**config.mk**
```make
export PLATFORM = sky130hd
export DESIGN_NAME = apb_ucpd_tx_sched_flat
export DESIGN_NICKNAME = d
export VERILOG_FILES = /design/src/rtl/apb_ucpd_pkg.sv /design/src/rtl/apb_ucpd_tx_sched_if.sv /design/src/rtl/apb_ucpd_gap_timer.sv /design/src/rtl/apb_ucpd_tx_sched.sv /design/src/flat_wrapper.sv
export SDC_FILE = /design/constraint.sdc
export NUM_CORES = 1
export LEC_CHECK = 0
export CORE_ASPECT_RATIO = 0.6
export CORE_UTILIZATION = 35
export DETAILED_ROUTE_END_ITERATION = 12
export HOLD_SLACK_MARGIN = 0.08
export MAX_ROUTING_LAYER = met4
export PLACE_DENSITY = 0.72
export SLEW_MARGIN = 10
export SYNTH_ARGS = -nofsm -noshare
export SYNTH_HDL_FRONTEND = slang
export SYNTH_SLANG_ARGS = --single-unit
```
**constraint.sdc**
```tcl
create_clock -name ic_clk -period 1.8 [get_ports ic_clk]
set_input_delay 0.27 -clock ic_clk [delete_from_list [all_inputs] [get_ports ic_clk]]
set_output_delay 0.27 -clock ic_clk [all_outputs]
set_load 0.005 [all_outputs]
```
**src/rtl/apb_ucpd_pkg.sv**
```systemverilog
// Shared encodings for the UCPD transmit path: descriptor kinds, fail codes, scheduler states.
// Pure declarations, no logic.
package apb_ucpd_pkg;

    typedef enum logic [1:0] {
        KIND_MSG  = 2'd0,
        KIND_HRST = 2'd1,
        KIND_CRST = 2'd2,
        KIND_BIST = 2'd3
    } kind_e;

    typedef enum logic [1:0] {
        FC_NONE     = 2'd0,
        FC_RETRY    = 2'd1,
        FC_UNDERRUN = 2'd2,
        FC_PREEMPT  = 2'd3
    } fail_code_e;

    typedef enum logic [2:0] {
        ST_IDLE,
        ST_GAP,
        ST_LOAD,
        ST_SEND,
        ST_HRST
    } state_e;

    typedef struct packed {
        kind_e       kind;
        logic [19:0] ordset;
        logic [9:0]  paysize;
    } desc_t;

endpackage

```
**src/rtl/apb_ucpd_tx_sched_if.sv**
```systemverilog
// Descriptor, payload and core-side transmit signals of the TX scheduler.
// master = scheduler, slave = surrounding register/DMA logic and core.
interface apb_ucpd_tx_sched_if;
    logic        ucpden;
    logic        req_valid;
    logic        req_ready;
    logic [1:0]  req_kind;
    logic [19:0] req_ordset;
    logic [9:0]  req_paysize;
    logic        pld_valid;
    logic [7:0]  pld_data;
    logic        pld_ready;
    logic        receive_en;
    logic        txdr_req;
    logic        txsend_clr;
    logic        txhrst_clr;
    logic        tx_msg_disc;
    logic        tx_hrst_disc;
    logic        transmit_en;
    logic        tx_hrst;
    logic [1:0]  tx_mode;
    logic [19:0] tx_ordset;
    logic        tx_ordset_we;
    logic [9:0]  tx_paysize;
    logic [7:0]  ic_txdr;
    logic        txdr_we;
    logic        busy;
    logic        done;
    logic        fail;
    logic [1:0]  fail_code;

    modport master (
        input  ucpden, req_valid, req_kind, req_ordset, req_paysize,
               pld_valid, pld_data, receive_en, txdr_req, txsend_clr,
               txhrst_clr, tx_msg_disc, tx_hrst_disc,
        output req_ready, pld_ready, transmit_en, tx_hrst, tx_mode, tx_ordset,
               tx_ordset_we, tx_paysize, ic_txdr, txdr_we, busy, done, fail, fail_code
    );

    modport slave (
        output ucpden, req_valid, req_kind, req_ordset, req_paysize,
               pld_valid, pld_data, receive_en, txdr_req, txsend_clr,
               txhrst_clr, tx_msg_disc, tx_hrst_disc,
        input  req_ready, pld_ready, transmit_en, tx_hrst, tx_mode, tx_ordset,
               tx_ordset_we, tx_paysize, ic_txdr, txdr_we, busy, done, fail, fail_code
    );
endinterface

```
**src/rtl/apb_ucpd_gap_timer.sv**
```systemverilog
// Interframe-gap timer: counts consecutive idle cycles while enabled, restarts on busy or clear.
// term_o is combinational in the GAP_CYC-th idle cycle; the count wraps to 0 after it.
module apb_ucpd_gap_timer #(
    parameter int GAP_CYC = 16
) (
    input  logic ic_clk,
    input  logic ic_rst,
    input  logic en_i,
    input  logic clr_i,
    input  logic busy_i,
    output logic term_o
);
    localparam int CW = $clog2(GAP_CYC + 1);
    localparam logic [CW-1:0] LAST = CW'(GAP_CYC - 1);

    logic [CW-1:0] cnt_q, cnt_d;

    assign term_o = en_i && !clr_i && !busy_i && (cnt_q == LAST);

    always_comb begin
        cnt_d = cnt_q;
        if (!en_i || clr_i || busy_i || term_o)
            cnt_d = '0;
        else
            cnt_d = cnt_q + CW'(1);
    end

    always_ff @(posedge ic_clk or posedge ic_rst) begin
        if (ic_rst)
            cnt_q <= '0;
        else
            cnt_q <= cnt_d;
    end
endmodule

```
**src/rtl/apb_ucpd_tx_sched.sv**
```systemverilog
// Transmit scheduler for apb_ucpd_core: queues one descriptor, waits an interframe gap, drives the
// core and streams payload on txdr_req; done/fail are registered pulses one cycle after the event.
module apb_ucpd_tx_sched
    import apb_ucpd_pkg::*;
#(
    parameter int GAP_CYC   = 16,
    parameter int MAX_RETRY = 3,
    parameter int RTY_W     = 2
) (
    input  logic                  ic_clk,
    input  logic                  ic_rst,
    apb_ucpd_tx_sched_if.master   bus
);
    state_e     state_q, state_d;
    desc_t      desc_q, desc_d;
    logic [RTY_W-1:0] rty_q, rty_d;
    logic [9:0] sent_q, sent_d;
    logic       done_q, done_d, fail_q, fail_d;
    fail_code_e fc_q, fc_d;

    logic accept, hrst_pend, gap_term, byte_ok, take_byte, can_retry;

    apb_ucpd_gap_timer #(.GAP_CYC(GAP_CYC)) u_gap (
        .ic_clk (ic_clk),
        .ic_rst (ic_rst),
        .en_i   (state_q == ST_GAP),
        .clr_i  (hrst_pend),
        .busy_i (bus.receive_en),
        .term_o (gap_term)
    );

    // Hard reset is the only descriptor accepted outside IDLE; it preempts anything but an HRST.
    assign bus.req_ready = bus.ucpden && ((state_q == ST_IDLE) ||
                           (bus.req_kind == KIND_HRST && state_q != ST_HRST));
    assign accept    = bus.req_valid && bus.req_ready;
    assign hrst_pend = accept && (bus.req_kind == KIND_HRST) && (desc_q.kind != KIND_HRST) &&
                       (state_q inside {ST_GAP, ST_LOAD, ST_SEND});

    assign byte_ok   = (desc_q.kind != KIND_CRST) && (sent_q != desc_q.paysize);
    assign can_retry = (rty_q < RTY_W'(MAX_RETRY));
    assign take_byte = bus.ucpden && (state_q == ST_SEND) && !hrst_pend && !bus.txsend_clr &&
                       !bus.tx_msg_disc && bus.txdr_req && byte_ok && bus.pld_valid;

    always_comb begin
        state_d = state_q;
        desc_d  = desc_q;
        rty_d   = rty_q;
        sent_d  = sent_q;
        done_d  = 1'b0;
        fail_d  = 1'b0;
        fc_d    = FC_NONE;
        if (!bus.ucpden) begin
            state_d = ST_IDLE;
            desc_d  = '0;
            rty_d   = '0;
            sent_d  = '0;
        end else if (hrst_pend) begin
            state_d     = ST_GAP;
            desc_d.kind = KIND_HRST;
            rty_d       = '0;
            sent_d      = '0;
            fail_d      = 1'b1;
            fc_d        = FC_PREEMPT;
        end else begin
            case (state_q)
                ST_IDLE: if (accept) begin
                    state_d        = ST_GAP;
                    desc_d.kind    = kind_e'(bus.req_kind);
                    desc_d.ordset  = bus.req_ordset;
                    desc_d.paysize = bus.req_paysize;
                    rty_d          = '0;
                    sent_d         = '0;
                end
                ST_GAP: if (gap_term)
                    state_d = (desc_q.kind == KIND_HRST) ? ST_HRST : ST_LOAD;
                ST_LOAD: begin
                    state_d = ST_SEND;
                    sent_d  = '0;
                end
                ST_SEND: begin
                    if (bus.txsend_clr) begin
                        state_d = ST_IDLE;
                        done_d  = 1'b1;
                        rty_d   = '0;
                    end else if (bus.tx_msg_disc) begin
                        // Replay is only safe if no payload byte has reached the core.
                        if (sent_q == '0 && can_retry) begin
                            state_d = ST_GAP;
                            rty_d   = rty_q + RTY_W'(1);
                        end else begin
                            state_d = ST_IDLE;
                            fail_d  = 1'b1;
                            fc_d    = FC_RETRY;
                        end
                    end else if (bus.txdr_req && byte_ok) begin
                        if (bus.pld_valid) begin
                            sent_d = sent_q + 10'd1;
                        end else begin
                            state_d = ST_IDLE;
                            fail_d  = 1'b1;
                            fc_d    = FC_UNDERRUN;
                        end
                    end
                end
                ST_HRST: begin
                    if (bus.txhrst_clr) begin
                        state_d = ST_IDLE;
                        done_d  = 1'b1;
                        rty_d   = '0;
                    end else if (bus.tx_hrst_disc) begin
                        if (can_retry) begin
                            state_d = ST_GAP;
                            rty_d   = rty_q + RTY_W'(1);
                        end else begin
                            state_d = ST_IDLE;
                            fail_d  = 1'b1;
                            fc_d    = FC_RETRY;
                        end
                    end
                end
                default: state_d = ST_IDLE;
            endcase
        end
    end

    always_ff @(posedge ic_clk or posedge ic_rst) begin
        if (ic_rst) begin
            state_q <= ST_IDLE;
            desc_q  <= '0;
            rty_q   <= '0;
            sent_q  <= '0;
            done_q  <= 1'b0;
            fail_q  <= 1'b0;
            fc_q    <= FC_NONE;
        end else begin
            state_q <= state_d;
            desc_q  <= desc_d;
            rty_q   <= rty_d;
            sent_q  <= sent_d;
            done_q  <= done_d;
            fail_q  <= fail_d;
            fc_q    <= fc_d;
        end
    end

    assign bus.transmit_en  = (state_q == ST_SEND);
    assign bus.tx_hrst      = (state_q == ST_HRST);
    assign bus.tx_mode      = (state_q == ST_HRST) ? KIND_HRST : desc_q.kind;
    assign bus.tx_ordset    = desc_q.ordset;
    assign bus.tx_paysize   = desc_q.paysize;
    assign bus.tx_ordset_we = (state_q == ST_LOAD);
    assign bus.ic_txdr      = take_byte ? bus.pld_data : 8'h00;
    assign bus.txdr_we      = take_byte;
    assign bus.pld_ready    = take_byte;
    assign bus.busy         = (state_q != ST_IDLE);
    assign bus.done         = done_q;
    assign bus.fail         = fail_q;
    assign bus.fail_code    = fc_q;
endmodule

```
**src/flat_wrapper.sv**
```systemverilog
// flat-port wrapper written by rule: the top's interface ports become plain ports
module apb_ucpd_tx_sched_flat import apb_ucpd_pkg::*;
#(
    parameter int GAP_CYC   = 16,
    parameter int MAX_RETRY = 3,
    parameter int RTY_W     = 2
)
  (ic_clk, ic_rst, bus_ucpden, bus_req_valid, bus_req_kind, bus_req_ordset, bus_req_paysize, bus_pld_valid, bus_pld_data, bus_receive_en, bus_txdr_req, bus_txsend_clr, bus_txhrst_clr, bus_tx_msg_disc, bus_tx_hrst_disc, bus_req_ready, bus_pld_ready, bus_transmit_en, bus_tx_hrst, bus_tx_mode, bus_tx_ordset, bus_tx_ordset_we, bus_tx_paysize, bus_ic_txdr, bus_txdr_we, bus_busy, bus_done, bus_fail, bus_fail_code);
  apb_ucpd_tx_sched_if bus_i ();
  input  logic ic_clk;
  input  logic ic_rst;
  input wire logic [$bits(bus_i.ucpden)-1:0] bus_ucpden;
  input wire logic [$bits(bus_i.req_valid)-1:0] bus_req_valid;
  input wire logic [$bits(bus_i.req_kind)-1:0] bus_req_kind;
  input wire logic [$bits(bus_i.req_ordset)-1:0] bus_req_ordset;
  input wire logic [$bits(bus_i.req_paysize)-1:0] bus_req_paysize;
  input wire logic [$bits(bus_i.pld_valid)-1:0] bus_pld_valid;
  input wire logic [$bits(bus_i.pld_data)-1:0] bus_pld_data;
  input wire logic [$bits(bus_i.receive_en)-1:0] bus_receive_en;
  input wire logic [$bits(bus_i.txdr_req)-1:0] bus_txdr_req;
  input wire logic [$bits(bus_i.txsend_clr)-1:0] bus_txsend_clr;
  input wire logic [$bits(bus_i.txhrst_clr)-1:0] bus_txhrst_clr;
  input wire logic [$bits(bus_i.tx_msg_disc)-1:0] bus_tx_msg_disc;
  input wire logic [$bits(bus_i.tx_hrst_disc)-1:0] bus_tx_hrst_disc;
  output wire logic [$bits(bus_i.req_ready)-1:0] bus_req_ready;
  output wire logic [$bits(bus_i.pld_ready)-1:0] bus_pld_ready;
  output wire logic [$bits(bus_i.transmit_en)-1:0] bus_transmit_en;
  output wire logic [$bits(bus_i.tx_hrst)-1:0] bus_tx_hrst;
  output wire logic [$bits(bus_i.tx_mode)-1:0] bus_tx_mode;
  output wire logic [$bits(bus_i.tx_ordset)-1:0] bus_tx_ordset;
  output wire logic [$bits(bus_i.tx_ordset_we)-1:0] bus_tx_ordset_we;
  output wire logic [$bits(bus_i.tx_paysize)-1:0] bus_tx_paysize;
  output wire logic [$bits(bus_i.ic_txdr)-1:0] bus_ic_txdr;
  output wire logic [$bits(bus_i.txdr_we)-1:0] bus_txdr_we;
  output wire logic [$bits(bus_i.busy)-1:0] bus_busy;
  output wire logic [$bits(bus_i.done)-1:0] bus_done;
  output wire logic [$bits(bus_i.fail)-1:0] bus_fail;
  output wire logic [$bits(bus_i.fail_code)-1:0] bus_fail_code;
  assign bus_i.ucpden = bus_ucpden;
  assign bus_i.req_valid = bus_req_valid;
  assign bus_i.req_kind = bus_req_kind;
  assign bus_i.req_ordset = bus_req_ordset;
  assign bus_i.req_paysize = bus_req_paysize;
  assign bus_i.pld_valid = bus_pld_valid;
  assign bus_i.pld_data = bus_pld_data;
  assign bus_i.receive_en = bus_receive_en;
  assign bus_i.txdr_req = bus_txdr_req;
  assign bus_i.txsend_clr = bus_txsend_clr;
  assign bus_i.txhrst_clr = bus_txhrst_clr;
  assign bus_i.tx_msg_disc = bus_tx_msg_disc;
  assign bus_i.tx_hrst_disc = bus_tx_hrst_disc;
  assign bus_req_ready = bus_i.req_ready;
  assign bus_pld_ready = bus_i.pld_ready;
  assign bus_transmit_en = bus_i.transmit_en;
  assign bus_tx_hrst = bus_i.tx_hrst;
  assign bus_tx_mode = bus_i.tx_mode;
  assign bus_tx_ordset = bus_i.tx_ordset;
  assign bus_tx_ordset_we = bus_i.tx_ordset_we;
  assign bus_tx_paysize = bus_i.tx_paysize;
  assign bus_ic_txdr = bus_i.ic_txdr;
  assign bus_txdr_we = bus_i.txdr_we;
  assign bus_busy = bus_i.busy;
  assign bus_done = bus_i.done;
  assign bus_fail = bus_i.fail;
  assign bus_fail_code = bus_i.fail_code;
  apb_ucpd_tx_sched #(.GAP_CYC(GAP_CYC), .MAX_RETRY(MAX_RETRY), .RTY_W(RTY_W)) u_core (.ic_clk(ic_clk), .ic_rst(ic_rst), .bus(bus_i));
endmodule
```
==> flow_summary.ini, run 1 <==
[clocking]
clock_path_buffers = 2
htree_levels = 2
clk_latency_ns = 0.29
cts.clk_slew.worst_paths_ns = 0.07
cts_tree = built
clock-sinks = 56
numCtsBuffers = 5
cts-root-buf = clkbuf_16

[power]
p_leak_uw = 0.002732
switching_share_pct = 33.67
power_density_nw_per_um2 = 853.2
pwr-share-comb_pct = 49.6
p_sw_uw = 1667
seqPwrFrac_pct = 30.8
power.internal_uw = 3284
design_power_total_uw = 4950
pwr-share-clk_pct = 19.6
ir_drop_mv = 0.3869

[die]
chipWidth_um = 126.6
die_area_um2 = 9712
start_util_pct = 37.23
rows = 26
die_y_um = 76.74
pin_count = 102
core_um2 = 8751

[final_layout]
n_antenna_cell = 0
final_common_cell = clkdlybuf4s50_1
instances_no_fill = 650
fillCellCount = 661
mostFrequentLayoutCells = clkdlybuf4s50_1 (83), buf_4 (70), dfrtp_1 (55)
final_util_pct = 66.30
layout-drive-gt1-share_pct = 44.80
nets = 593
syn2layout_area_growth_pct = 78.07

[detailed_routing]
drc = 0
via_per_inst = 5.123
dr.first_iter.drc_count = 199
dr.pass1.iters = 4
vias = 3330
ant_nets = 0
wl_per_cell_um = 17.13
wl_um = 11130

[synthesis]
synth_top_area_share_pct = 43.01
ys_ff_latch = 56
synth_warnings = 0
async_reset_ff_share_pct = 100.0
syn_area_per_cell_um2 = 8.854
syn-num-nets = 424
synth_top_area_cell = dfrtp_1
synth_cells = 368
synth_cell_types = 52
synth_area_um2 = 3258
synth_area_leaders = dfrtp_1 (43%), nand2_1 (8.5%), buf_4 (7.1%)
ys.flop_type = dfrtp_1
ys_seq_area_share_pct = 43.01
synth_edf_count = 0

[sta]
hold_ws_ns = 0.2036
tightest_slew_ns = 0.5064
fmax_ghz = 0.4237
skew_ns = 0.006034
setup_viol_count_final = 64
drv_slew = 0
slew_headroom_pct = 65.95
period_share_pct = 131.1
layout_setup_ws_ns = -0.5600
rsz0062_at_grt = true
period_needed_ns = 2.360
hold_viol_final = 0

[critical_path]
critical_path_class = reg2out
arrival_ns = 2.09
cp_max_fo = 3
endpoint_kind = output port
cp.required_ns = 1.53
startpoint_type = flip-flop

[run_status]
status = finished, violations left
violations = negative setup slack

[global_routing]
grt.total_usage_pct = 22.62
grt_max_degree = 46
antenna_found_initial = 0
grt_pass1_vias = 3235
grt_pass1_wl_um = 16690
grt-ovfl-total = 0

[place]
io_buffers = 101
gp_congestion = 0.9456
pre_cts_ws_ns = -1.023
dpl.cell_count = 605
dp_hpwl_um = 7043

[min_path]
hp-class = in2async

[job]
max-cap-violations = 0
## metrics by stage
stage / TNS, ns / area [µm²]
final: -15.42 / 5802
after global routing: -19.78 / 5802
after CTS: -12.82 / 5446
after detailed placement: -23.25 / 4671
after global placement: -22.18 / 4671
after floorplan: -0.2101 / 3283
## sequential cells by signal (all words and copies together) (netlist names)
| name | flops |
|---|---|
| u_core.bus.tx_ordset | 20 |
| u_core.bus.tx_paysize | 10 |
| u_core.sent_q | 10 |
| u_core.u_gap.cnt_q | 5 |
| u_core.state_q | 3 |
| u_core.bus.fail_code | 2 |
| u_core.desc_q | 2 |
| u_core.rty_q | 2 |
| u_core.bus.done | 1 |
| u_core.bus.fail | 1 |
## cells in the mapped netlist (all sizes together) (4+ instances only)
library cell,count
a21boi,14
nor2b,4
nor2,19
dfrtp,56
o21ai,6
o211ai,4
mux2,4
ha,5
o31ai,5
nor3,4
nor4,6
nand2,74
inv,10
and3,7
clkbuf,8
xor2,12
or4,6
nand3,25
a21oi,7
buf,40
and2,10
nand2b,8
## what timing repair did
action	in CTS	in global routing
gates cloned	4	1
endpoints found under the setup margin	65	70
gates resized for setup	179	88
setup buffers	36	19
pin swaps	51	58
hold buffers	0	0
## critical path, cell delays in order (launching register included)
cell and delay [ns]:
dfrtp_1 0.42, xor2_1 0.22, nor4_2 0.07, buf_4 0.15
a311o_2 0.34, buf_6 0.14, nor2_4 0.12, buf_6 0.12
and2_4 0.13, buf_6 0.08
## worst paths after layout
check	startpoint	to	slack [ns]	depth (start not counted)
max	u_core.sent_q[7]	bus_ic_txdr[3]	-0.56	9
min	ic_rst	u_core.desc_q[31]	0.20	2
max reg2reg	u_core.sent_q[7]	u_core.sent_q[6]	-0.42	9
min reg2reg	u_core.bus.tx_ordset[6]	u_core.bus.tx_ordset[6]	0.51	2
max in group asynchronous	ic_rst	u_core.bus.tx_ordset[2]	1.13	3
min in group ic_clk	u_core.bus.tx_ordset[6]	u_core.bus.tx_ordset[6]	0.51	2
## routing by layer
metal / track usage (%) / vias to the layer above / share of wire, %
met2: 35.19 / 139 / 47
met5: - / - / 0
met4: 2.771 / 0 / 0.63
met3: 4.466 / 14 / 7.6
li1: - / 1570 / -
met1: 31.37 / 1607 / 45
## logic make-up (layout without fill, tap and decap cells)
kind of cell             count (synthesis)  count (layout)  share of synthesized area (%)
buffers and inverters                   58             227                          10.91
flip-flops                              56              56                          43.01
AND/OR/NAND/NOR                        174             175                          26.19
AO/OA/AOI/OAI                           55              55                          12.17
multiplexers                             7               7                          2.304
XOR/XNOR                                13              13                          3.495
adder cells (fa/ha/maj)                  5               5                          1.920
## power groups by stage
stage / logic (µW) / registers, µW / clock network, µW
after detailed placement: 1620 / 1530 / 0
after global routing: 2600 / 1540 / 1050
final: 2460 / 1520 / 972
after floorplan: 862 / 1490 / 0
after CTS: 2180 / 1520 / 998
after global placement: 1600 / 1520 / 0
## area by class of cell
type / instances / area, µm² / share of cell area [%]
Clock buffer: 6 / 128.9 / 2.221
Clock inverter: 2 / 16.27 / 0.2804
Inverter: 10 / 40.04 / 0.6901
Multi-Input combinational cell: 255 / 2067 / 35.63
Sequential cell: 56 / 1403 / 24.18
Tap cell: 112 / 140.1 / 2.415
Timing Repair Buffer: 209 / 2007 / 34.59
Note: power is estimated with default switching activity, not from simulation.
==> run 2: changes to the inputs <==
--- a/config.mk
+++ b/config.mk
@@ -11,6 +11,7 @@
 export HOLD_SLACK_MARGIN = 0.08
 export MAX_ROUTING_LAYER = met4
 export PLACE_DENSITY = 0.72
+export SETUP_SLACK_MARGIN = 0.02
 export SLEW_MARGIN = 10
 export SYNTH_ARGS = -nofsm -noshare
 export SYNTH_HDL_FRONTEND = slang
==> flow_summary.ini, run 2 (synthesis gave the netlist of run 1 again) <==
[run_status]
status = finished, violations left
violations = negative setup slack

[place]
dpl.cell_count = 604
dp_hpwl_um = 6833
io_buffers = 101
pre_cts_ws_ns = -0.8641
gp_congestion = 0.9752

[sta]
rsz0062_at_grt = true
skew_ns = 0.005774
period_share_pct = 136.9
drv_slew = 0
setup_viol_count_final = 51
hold_viol_final = 0
fin_tns_setup_ns = -12.92
tightest_slew_ns = 0.4694
slew_headroom_pct = 68.44
layout_setup_ws_ns = -0.6633
hold_ws_ns = 0.3382
period_needed_ns = 2.463
fmax_ghz = 0.4060

[die]
pin_count = 102
start_util_pct = 37.23
die_y_um = 76.74
chipWidth_um = 126.6
die_area_um2 = 9712
core_um2 = 8751
rows = 26

[detailed_routing]
m1WireLength_um = 4862
route.met2.wl_um = 4766
ant_nets = 0
wl_um = 10430
via_per_inst = 5.152
dr.first_iter.drc_count = 181
wl_per_cell_um = 16.21
routed.top_layer = met4
dr.pass1.iters = 4
drc = 0
dr_wl_met3_um = 758
vias = 3313

[clocking]
hold_buffers = 0
clock-sinks = 56
htree_levels = 2
numCtsBuffers = 5
cts_tree = built
cts-root-buf = clkbuf_16
clock_path_buffers = 2
clk_latency_ns = 0.29
cts.clk_slew.worst_paths_ns = 0.07

[power]
power_density_nw_per_um2 = 878.0
ir_drop_mv = 0.4325
p_leak_uw = 0.002648

[critical_path]
cp_max_fo = 3
slowest_delay_ns = 0.42
r2r_end = u_core.sent_q[4]
timing.rr.start = u_core.sent_q[6]
path_cells = xor2_2 > nor4_4 > a311o_2 > nor2_4 > buf_12 > buf_6 > buf_6 > and2_4 > buf_6
endpoint_kind = output port
reg2reg_slack_ns = -0.58
critical_path_class = reg2out
crit_path_start = u_core.bus.tx_paysize[4]
arrival_ns = 2.19
crit_top_cell = buf_6
cpMaxStageDelayCell = dfrtp_1
startpoint_type = flip-flop
cp.required_ns = 1.53
ff2ff_path_depth = 9

[final_layout]
mostFrequentLayoutCells = clkdlybuf4s50_1 (84), nand2_1 (65), buf_4 (61)
nets = 586
fillCellCount = 674
final_common_cell = clkdlybuf4s50_1
largest_reg_flops = 20
instances_no_fill = 643
n_antenna_cell = 0
syn2layout_area_growth_pct = 74.81
layout-drive-gt1-share_pct = 38.04

[global_routing]
grt_pass1_vias = 3277
grt-ovfl-total = 0
grt.total_usage_pct = 21.54
grt_max_degree = 57
antenna_found_initial = 0
grt_pass1_wl_um = 16010

[job]
max-cap-violations = 0

[min_path]
hp-class = in2async
## run 2: per-layer routing
metal,vias to the layer above,track usage (%)
met5,-,-
met4,0,2.651
met3,9,5.164
met2,132,34.14
met1,1616,28.79
li1,1556,-
## run 2: worst max-delay path: cells and delay by family (launching register included)
family / cells / cell delay, ns
AOI/OAI and AO/OA: 1 / 0.28
xor gates and xnor gates: 1 / 0.20
buffers and inverters: 4 / 0.45
DFF: 1 / 0.42
and+or+nand+nor: 3 / 0.56
## run 2: area by class of cell
cell class,instances,area (µm²),area share [%]
Timing Repair Buffer,203,2028,35.61
Multi-Input combinational cell,254,1913,33.59
Sequential cell,56,1404,24.65
Tap cell,112,140.1,2.460
Clock buffer,6,128.9,2.263
Inverter,10,42.54,0.7469
Clock inverter,2,38.79,0.6810
## run 2: worst max-delay path by stage
stage,endpoint,slack [ns],cells after the start
finish,bus_ic_txdr[6],-0.66,9
global route,bus_ic_txdr[6],-0.72,9
CTS,bus_ic_txdr[6],-0.66,9
detailed placement,bus_ic_txdr[7],-0.86,8
global placement,bus_ic_txdr[2],-0.84,8
floorplan,u_core.rty_q[0],-0.04,6
## run 2: repair_timing
item | 4_1_cts | 5_1_grt
setup buffers | 26 | 15
resized for setup | 151 | 75
setup endpoints to repair | 48 | 65
pin swaps | 27 | 21
gates cloned | 1 | 3
## run 2: per-stage QoR
stage / total power (µW) / utilization, % / area [µm²]
floorplan: 2354 / - / 3283
global placement: 3165 / 53.43 / 4676
detailed placement: 3195 / 53.43 / 4676
CTS: 4746 / 60.98 / 5336
global route: 5245 / 65.08 / 5695
finish: 5000 / 65.08 / 5695
## run 2: report_power, final
group	leakage (µW)	internal (µW)	total, µW	switching, µW
logic	0.00180	1340	2360	1020
clock network	0.0000815	663	1110	451
registers	0.000765	1400	1520	122
